### config.mk
export PLATFORM = sky130hd
export DESIGN_NAME = aes_inv_round_ctrl_flat
export DESIGN_NICKNAME = d
export VERILOG_FILES = /design/src/rtl/aes_inv_round_ctrl_if.sv /design/src/rtl/aes_inv_round_ctrl.sv /design/src/flat_wrapper.sv
export SDC_FILE = /design/constraint.sdc
export NUM_CORES = 1
export LEC_CHECK = 0
export ABC_CLOCK_PERIOD_IN_PS = 2800
export BUFFER_PORTS_ARGS = -buffer_cell sky130_fd_sc_hd__buf_2
export CAP_MARGIN = 20
export CORE_AREA = 4 4 249 251
export CTS_CLUSTER_SIZE = 8
export DETAILED_ROUTE_END_ITERATION = 10
export DIE_AREA = 0 0 253 255
export SYNTH_ARGS = -nofsm -noshare
export SYNTH_HDL_FRONTEND = slang
export SYNTH_SLANG_ARGS = --single-unit
### constraint.sdc
create_clock -name clk -period 2.8 [get_ports clk]
set_input_delay 0.14 -clock clk [delete_from_list [all_inputs] [get_ports clk]]
set_output_delay 0.14 -clock clk [all_outputs]
set_load 0.05 [all_outputs]
### src/rtl/aes_inv_round_ctrl_if.sv
// Ciphertext-in / plaintext-out valid/ready bundle of the AES-128 inverse-round sequencer.
// slave is the controller's view, master is the producer/consumer side.
interface aes_inv_round_ctrl_if;
  logic         in_valid;
  logic         in_ready;
  logic [127:0] in_data;
  logic         out_valid;
  logic         out_ready;
  logic [127:0] out_data;

  modport slave (
    input  in_valid,
    input  in_data,
    input  out_ready,
    output in_ready,
    output out_valid,
    output out_data
  );

  modport master (
    output in_valid,
    output in_data,
    output out_ready,
    input  in_ready,
    input  out_valid,
    input  out_data
  );
endinterface

### src/rtl/aes_inv_round_ctrl.sv
// Iterative AES-128 decryption sequencer: one inverse round per clock over an external datapath, NR+2 cycles accept-to-valid.
// Result is held in DONE until out_ready; a new block may be accepted in the same cycle the result leaves.
module aes_inv_round_ctrl #(
  parameter int NR    = 10,
  parameter int IDX_W = 4
) (
  input  logic                 clk,
  input  logic                 rst,
  aes_inv_round_ctrl_if.slave  io,
  output logic [IDX_W-1:0]     key_idx,
  input  logic [127:0]         key_in,
  output logic [127:0]         dp_state,
  output logic [1:0]           dp_mode,
  input  logic [127:0]         dp_result,
  output logic                 busy
);

  localparam logic [1:0] MODE_ADD   = 2'b00;
  localparam logic [1:0] MODE_FULL  = 2'b01;
  localparam logic [1:0] MODE_NOMIX = 2'b10;

  localparam logic [IDX_W-1:0] RND_LAST  = IDX_W'(NR);
  localparam logic [IDX_W-1:0] RND_FIRST = IDX_W'(NR - 1);
  localparam logic [IDX_W-1:0] RND_ONE   = IDX_W'(1);

  typedef enum logic [2:0] {
    IDLE,
    INIT,
    ROUND,
    FINAL,
    DONE
  } fsm_t;

  fsm_t             fsm;
  logic [127:0]     state_q;
  logic [IDX_W-1:0] rnd_q;
  logic [1:0]       dp_mode_q;
  logic             busy_q;
  logic             out_valid_q;
  logic             accept;

  // Only register state and out_ready feed in_ready; in_valid never reaches an output.
  assign io.in_ready = !rst && (fsm == IDLE || (fsm == DONE && io.out_ready));
  assign accept      = io.in_valid && io.in_ready;

  // rnd_q already holds the wanted key index in every state, so it drives key_idx directly.
  assign key_idx      = rnd_q;
  assign dp_state     = state_q;
  assign dp_mode      = dp_mode_q;
  assign busy         = busy_q;
  assign io.out_valid = out_valid_q;
  assign io.out_data  = state_q;

  always_ff @(posedge clk) begin
    if (rst) begin
      fsm         <= IDLE;
      state_q     <= '0;
      rnd_q       <= '0;
      dp_mode_q   <= MODE_ADD;
      busy_q      <= 1'b0;
      out_valid_q <= 1'b0;
    end else begin
      unique case (fsm)
        IDLE, DONE: begin
          if (accept) begin
            state_q     <= io.in_data;
            rnd_q       <= RND_LAST;
            dp_mode_q   <= MODE_ADD;
            busy_q      <= 1'b1;
            out_valid_q <= 1'b0;
            fsm         <= INIT;
          end else if (fsm == DONE && io.out_ready) begin
            out_valid_q <= 1'b0;
            fsm         <= IDLE;
          end
        end

        INIT: begin
          state_q <= dp_result;
          if (NR > 1) begin
            rnd_q     <= RND_FIRST;
            dp_mode_q <= MODE_FULL;
            fsm       <= ROUND;
          end else begin
            rnd_q     <= '0;
            dp_mode_q <= MODE_NOMIX;
            fsm       <= FINAL;
          end
        end

        ROUND: begin
          state_q <= dp_result;
          if (rnd_q == RND_ONE) begin
            rnd_q     <= '0;
            dp_mode_q <= MODE_NOMIX;
            fsm       <= FINAL;
          end else begin
            rnd_q <= rnd_q - RND_ONE;
          end
        end

        FINAL: begin
          state_q     <= dp_result;
          dp_mode_q   <= MODE_ADD;
          busy_q      <= 1'b0;
          out_valid_q <= 1'b1;
          fsm         <= DONE;
        end

        default: begin
          rnd_q       <= '0;
          dp_mode_q   <= MODE_ADD;
          busy_q      <= 1'b0;
          out_valid_q <= 1'b0;
          fsm         <= IDLE;
        end
      endcase
    end
  end

  a_mode_legal: assert property (@(posedge clk) disable iff (rst) dp_mode != 2'b11);
  a_idx_range:  assert property (@(posedge clk) disable iff (rst) key_idx <= RND_LAST);
  a_out_hold:   assert property (@(posedge clk) disable iff (rst)
                  (io.out_valid && !io.out_ready) |=> (io.out_valid && $stable(io.out_data)));

endmodule

### src/flat_wrapper.sv
// flat-port wrapper written by rule: the top's interface ports become plain ports
module aes_inv_round_ctrl_flat 
#(
  parameter int NR    = 10,
  parameter int IDX_W = 4
)
  (clk, rst, key_idx, key_in, dp_state, dp_mode, dp_result, busy, io_in_valid, io_in_data, io_out_ready, io_in_ready, io_out_valid, io_out_data);
  aes_inv_round_ctrl_if io_i ();
  input  logic clk;
  input  logic rst;
  output logic [IDX_W-1:0] key_idx;
  input  logic [127:0] key_in;
  output logic [127:0] dp_state;
  output logic [1:0] dp_mode;
  input  logic [127:0] dp_result;
  output logic busy;
  input wire logic [$bits(io_i.in_valid)-1:0] io_in_valid;
  input wire logic [$bits(io_i.in_data)-1:0] io_in_data;
  input wire logic [$bits(io_i.out_ready)-1:0] io_out_ready;
  output wire logic [$bits(io_i.in_ready)-1:0] io_in_ready;
  output wire logic [$bits(io_i.out_valid)-1:0] io_out_valid;
  output wire logic [$bits(io_i.out_data)-1:0] io_out_data;
  assign io_i.in_valid = io_in_valid;
  assign io_i.in_data = io_in_data;
  assign io_i.out_ready = io_out_ready;
  assign io_in_ready = io_i.in_ready;
  assign io_out_valid = io_i.out_valid;
  assign io_out_data = io_i.out_data;
  aes_inv_round_ctrl #(.NR(NR), .IDX_W(IDX_W)) u_core (.clk(clk), .rst(rst), .io(io_i), .key_idx(key_idx), .key_in(key_in), .dp_state(dp_state), .dp_mode(dp_mode), .dp_result(dp_result), .busy(busy));
endmodule
==> qor.yml, run 1 <==
critical_path:
  critPathMaxFanout: 25
  r2r_slack_ps: 260
  crit_family: "buffers and inverters"
  required_ps: 3200
  rr_worst_depth: 6
  slowest_delay_ps: 600
  reg2reg_to: "u_core.dp_state[109]$_SDFFE_PP0P_"
  crit_end: "u_core.dp_state[109]$_SDFFE_PP0P_"
  path_cells: "nand2b_1, nand3_4, buf_4, nand2_1, a311oi_1, dlygate4sd3_1"
  crit_start: "u_core.fsm[2]$_SDFFE_PP0P_"
  cp-start-kind: "register"
  path_class: "register to register"
  reg2reg_from: "u_core.fsm[2]$_SDFFE_PP0P_"
  cp.depth: 6
  arrival_ps: 2940
  critPathBufInv: 2
  crit_slowest_cell: "dlygate4sd3_1"
  endpoint_kind: "register"
logic_synthesis:
  syn-num-nets: 1301
  avgSynthCellArea_um2: 8.370
  postSynthCellCount: 911
  ys_seq_area_share_pct: 36.49
  synth.distinct_cells: 36
  synth_top_cells_by_area: "dfxtp_1 36%, a311oi_2 15%, buf_4 14%"
  synth_ff_type: "dfxtp_1"
  synth_area_leader_cell: "dfxtp_1"
  synth_edf_count: 0
  yosysWarnings: 0
  ys_ff_latch: 139
  synth_top_area_share_pct: 36.49
  netlist_area_um2: 7625
  ys_async_sr_fraction_pct: 0
floorplan:
  die-area_um2: 64520
  core_area_um2: 59910
  ios: 653
  rows: 90
  fp.dieH_um: 255
  start_util_pct: 12.73
  die_width_um: 253
final_layout:
  areaGrowthSynthToFinish_pct: 72.50
  drive_gt1_share_pct: 42.92
  insertedDiodeCount: 0
  nets: 1910
global_routing:
  antenna_found_initial: 0
  grt_use_total_pct: 9.466
  grt_overflow: 0
  grt_pass1_wl_mm: 47.20
  grt_max_degree: 82
  grt_pass1_vias: 8558
clocking:
  htree_num_levels: 4
  cts_setup_buffers: 0
  cts_tree: "yes"
  clock_sinks: 139
  insertion_delay_ps: 460
  root_buffer: "clkbuf_16"
  path_clk_slew_ps: 70
  max-clock-path-buffers: 2
  post_cts_resized: 0
  numCtsBuffers: 17
detailed_routing:
  num_vias: 8697
  drc: 0
  ant_nets: 0
  drt_iter0_markers: 538
  wl_mm: 32.58
  dr.pass1.iters: 5
  drt-wirelength-per-cell_um: 14.07
  vias_per_cell: 3.757
pwr:
  power_uw: 9536
  powerDensity_nw_per_um2: 725.0
  p_leak_uw: 0.006117
  ir_worst_vdd_uv: 405.5
sta:
  setup_viol: 0
  hold_viol: 0
  max_freq_ghz: 0.3941
  period_minus_slack_ps: 2538
  rsz0062_at_grt: "false"
  fin_skew_ps: 10.48
  tns_ps: 0
  slew-limit-headroom_pct: 47.41
  drv_slew: 0
  worst_slew_pin_slew_ps: 788.8
  period_share_pct: 90.63
min_path:
  hold_path_class: "input port to register"
job:
  max_cap_viol_count: 0
place:
  gp_congestion: 0.7589
  port-buffer-count: 524
  hpwl_mm: 22.56
status:
  status: "complete, no violations"
-- power breakdown --
part           internal [uW]  switching (uW)
clock network           1340            1010
registers               2290             293
logic                   1400            3210
total                   5030            4500
-- sequential cells by signal, summed over array words and instances, names as in the netlist --
signal / count
u_core.busy: 1
u_core.dp_state: 128
u_core.io.out_valid: 1
u_core.dp_mode: 2
u_core.key_idx: 4
u_core.fsm: 3
-- metal layers --
metal	track usage [%]	share of wire, %	vias up
met2	16.44	50	388
li1	-	-	4209
met3	3.008	7.4	44
met1	10.75	40	4056
met4	4.050	2.5	0
met5	0	0	-
-- timing repair --
| item | CTS | global route |
|---|---|---|
| hold endpoints to repair | 130 | 0 |
| setup endpoints to repair | 0 | 0 |
| hold buffers | 249 | 0 |
-- layout by cell type, fill, tap and decap left out, drive strengths merged, types with 5 or more instances in the layout --
cell,count
clkbuf,19
a311oi,129
dlygate4sd3,249
a21oi,15
inv,6
buf,545
nor2,133
dfxtp,139
nand2,259
clkinv,5
-- logic make-up (layout without fill, tap and decap cells) --
kind of cell	Yosys count	after routing	synth area share, %
compound gates	153	153	22.89
fa+ha+maj	2	2	0.3281
buf+inv	208	830	19.07
flops	139	139	36.49
mux	1	1	0.1313
simple gates	408	408	21.09
-- area by class of cell --
type                            instances  area (um^2)
Clock buffer                           19        442.9
Clock inverter                         13        143.9
Fill cell                            6563        46750
Inverter                                4        15.01
Multi-Input combinational cell        564         3398
Sequential cell                       139         2783
Tap cell                              782        978.4
Timing Repair Buffer                  794         5391
-- tightest hold or removal path: stages --
cell and delay [ps]:
buf_2 90, nand2_1 130, a311oi_2 110
-- Yosys cell counts, drive strengths merged, types with 2 or more instances --
cell type	n
dfxtp	139
or2	2
a21oi	15
clkbuf	25
a211o	3
ha	2
nor2	133
nor3	4
nand2	259
a311oi	129
buf	179
inv	4
nor2b	2
-- metrics by stage --
step | cells | utilization [%] | hold WS (ps) | setup slack, ps | instance area [um^2]
after floorplan | 911 | - | 302.5 | 556.1 | 7625
after global placement | 2034 | 16.81 | 411.1 | 829.3 | 10070
after detailed placement | 2034 | 16.81 | 412.9 | 773.8 | 10070
after CTS | 2315 | 21.95 | 0.1071 | 257.9 | 13150
after global routing | 2315 | 21.95 | 25.55 | 45.76 | 13150
final | 2315 | 21.95 | 55.68 | 262.4 | 13150
-- how the worst min path moves through the flow --
stage / startpoint / to / slack (ps) / cells past startpoint
final: io_in_data[97] / u_core.dp_state[97]$_SDFFE_PP0P_ / 60 / 3
after global routing: dp_result[53] / u_core.dp_state[53]$_SDFFE_PP0P_ / 30 / 3
after CTS: io_in_data[97] / u_core.dp_state[97]$_SDFFE_PP0P_ / 0.1 / 3
after detailed placement: io_in_data[74] / u_core.dp_state[74]$_SDFFE_PP0P_ / 410 / 3
after global placement: io_in_data[87] / u_core.dp_state[87]$_SDFFE_PP0P_ / 410 / 3
after floorplan: io_in_data[107] / u_core.dp_state[107]$_SDFFE_PP0P_ / 300 / 2
Power figures use the tool's default switching activity.
==> inputs of run 2 (changes only) <==
==> constraint.sdc (replaced) <==
create_clock -name clk -period 2.8 [get_ports clk]
set_input_delay 0.56 -clock clk [delete_from_list [all_inputs] [get_ports clk]]
set_output_delay 0.56 -clock clk [all_outputs]
set_load 0.05 [all_outputs]
==> run 2 against run 1 <==
Worst hold slack improved by 300 ps. Critical path depth decreased by 4. Combinational power decreased by 12%. Maximum frequency increased by 11%. Count of clock-buffer cells in the layout unchanged. Clock skew decreased by 0.77 ps. Global-route usage decreased by 1.2 points. Core utilization decreased by 4.0 points. Highest routed layer unchanged.
==> qor.yml, run 2 (synthesis gave the netlist of run 1 again) <==
status:
  status: "complete, no violations"
critical_path:
  endpoint_kind: "primary output"
  r2r_slack_ps: 820  # +560 ps
  rr_worst_depth: 6  # unchanged
  crit_start: "u_core.fsm[0]$_SDFFE_PP0P_"
  cp-start-kind: "register"
  required_ps: 2240  # -960 ps
  arrival_ps: 1720  # -1220 ps
  crit_end: "io_in_ready"
  path_class: "register to primary output"
  reg2reg_to: "u_core.dp_state[11]$_SDFFE_PP0P_"
  critPathMaxFanout: 10  # -60%
  reg2reg_from: "u_core.fsm[0]$_SDFFE_PP0P_"
clocking:
  root_buffer: "clkbuf_16"
  max-clock-path-buffers: 2  # unchanged
  cts_tree: "yes"
  cts_hold_buf: 0  # -100%
  insertion_delay_ps: 460  # about the same
  clock_sinks: 139  # unchanged
  htree_num_levels: 4  # unchanged
  post_cts_resized: 0  # unchanged
  cts_setup_buffers: 0  # unchanged
  numCtsBuffers: 17  # unchanged
  path_clk_slew_ps: 70  # about the same
sta:
  setup_viol: 0  # unchanged
  rsz0062_at_grt: "false"
  worst_slew_pin_slew_ps: 807.1  # +18.32 ps
  fin_skew_ps: 9.710  # -0.7681 ps
  drv_slew: 0  # unchanged
  max_freq_ghz: 0.4382  # +11%
  period_minus_slack_ps: 2282  # -255.5 ps
  tns_ps: 0  # unchanged
  slew-limit-headroom_pct: 46.19  # -1.2 points
  period_share_pct: 81.50  # -9.1 points
  hold_viol: 0  # unchanged
floorplan:
  die-area_um2: 64520  # unchanged
  fp.dieH_um: 255  # unchanged
  ios: 653  # unchanged
  die_width_um: 253  # unchanged
  core_area_um2: 59910  # unchanged
  rows: 90  # unchanged
  start_util_pct: 12.73  # unchanged
final_layout:
  final_core_util_pct: 17.93  # -4.0 points
  nets: 1662  # -13%
  drive_gt1_share_pct: 51.44  # +8.5 points
  fin_cells: 2068  # -11%
  largest_reg_flops: 128  # unchanged
  areaGrowthSynthToFinish_pct: 40.91
  layout_common_cells: "523 x buf_2, 259 x nand2_1, 139 x dfxtp_1"
  final_common_cell: "buf_2"
place:
  port-buffer-count: 524  # unchanged
  dpl.cell_count: 2035  # +0.049%
  gp_congestion: 0.7961  # +4.9%
  hpwl_mm: 21.85  # -3.2%
global_routing:
  antenna_found_initial: 1  # +1
  grt_max_degree: 88  # +7.3%
  grt_overflow: 0  # unchanged
  grt_use_total_pct: 8.254  # -1.2 points
  grt_pass1_wl_mm: 40.44  # -14%
  grt_pass1_vias: 6932  # -19%
pwr:
  ir_worst_vdd_uv: 389.0  # -4.1%
  powerDensity_nw_per_um2: 853.6  # +18%
  p_leak_uw: 0.004890  # -20%
detailed_routing:
  num_vias: 7647  # -12%
  ant_nets: 0  # unchanged
  drc: 0  # unchanged
  vias_per_cell: 3.698  # -1.6%
  dr.pass1.iters: 5  # unchanged
  wl_mm: 28.57  # -12%
  drt-wirelength-per-cell_um: 13.82  # -1.8%
  drt_iter0_markers: 488  # -9.3%
min_path:
  hold_path_class: "input port to register"
job:
  max_cap_viol_count: 0  # unchanged
run 2: layout make-up:
cell class | count | area, um^2
flip-flops and latches | 139 | 2783
fillers | 6776 | 49160
clock inverters | 13 | 188.9
multi-input cells | 564 | 3405
repair buffers | 546 | 2919
clock buffers | 19 | 452.9
well taps | 782 | 978.4
diodes | 1 | 2.502
inverters | 4 | 15.01
run 2: how the worst min path moves through the flow:
stage | start | end | depth (start not counted) | slack (ps)
after detailed placement | u_core.dp_mode[1]$_SDFFE_PP0P_ | u_core.dp_mode[1]$_SDFFE_PP0P_ | 1 | 460
after global routing | io_in_data[71] | u_core.dp_state[71]$_SDFFE_PP0P_ | 3 | 310
after global placement | u_core.dp_mode[1]$_SDFFE_PP0P_ | u_core.dp_mode[1]$_SDFFE_PP0P_ | 1 | 460
after floorplan | u_core.fsm[2]$_SDFFE_PP0P_ | u_core.fsm[1]$_SDFFE_PP0P_ | 2 | 600
final | io_in_data[91] | u_core.dp_state[91]$_SDFFE_PP0P_ | 3 | 350
after CTS | io_in_data[93] | u_core.dp_state[93]$_SDFFE_PP0P_ | 3 | 290
run 2: metal layers:
layer | part of all wire, % | track usage (%)
met4 | 2.9 | 4.366
met1 | 40 | 9.252
met3 | 8.4 | 2.642
met2 | 49 | 14.06
met5 | 0 | 0
run 2: worst max-delay path, cell delays in order, from the launching register on:
cell and delay, ps:
dfxtp_1 470, nor4_2 460, buf_2 340
run 2: where the power goes:
part	switching, uW	internal (uW)	leakage [uW]
sequential	295	2300	0.00115
combinational	3080	971	0.00344
clock	986	1540	0.000298
run 2: stage by stage:
step                power, uW  area, um^2  hold slack, ps  worst slack (ps)
finish                   9172       10740           352.0             517.9
global route             9616       10740           309.2             443.7
CTS                      9318       10740           287.9             420.8
detailed placement       6708       10100           461.7             667.8
global placement         6697       10100           455.8             697.4
floorplan                6032        7631           599.2             404.0
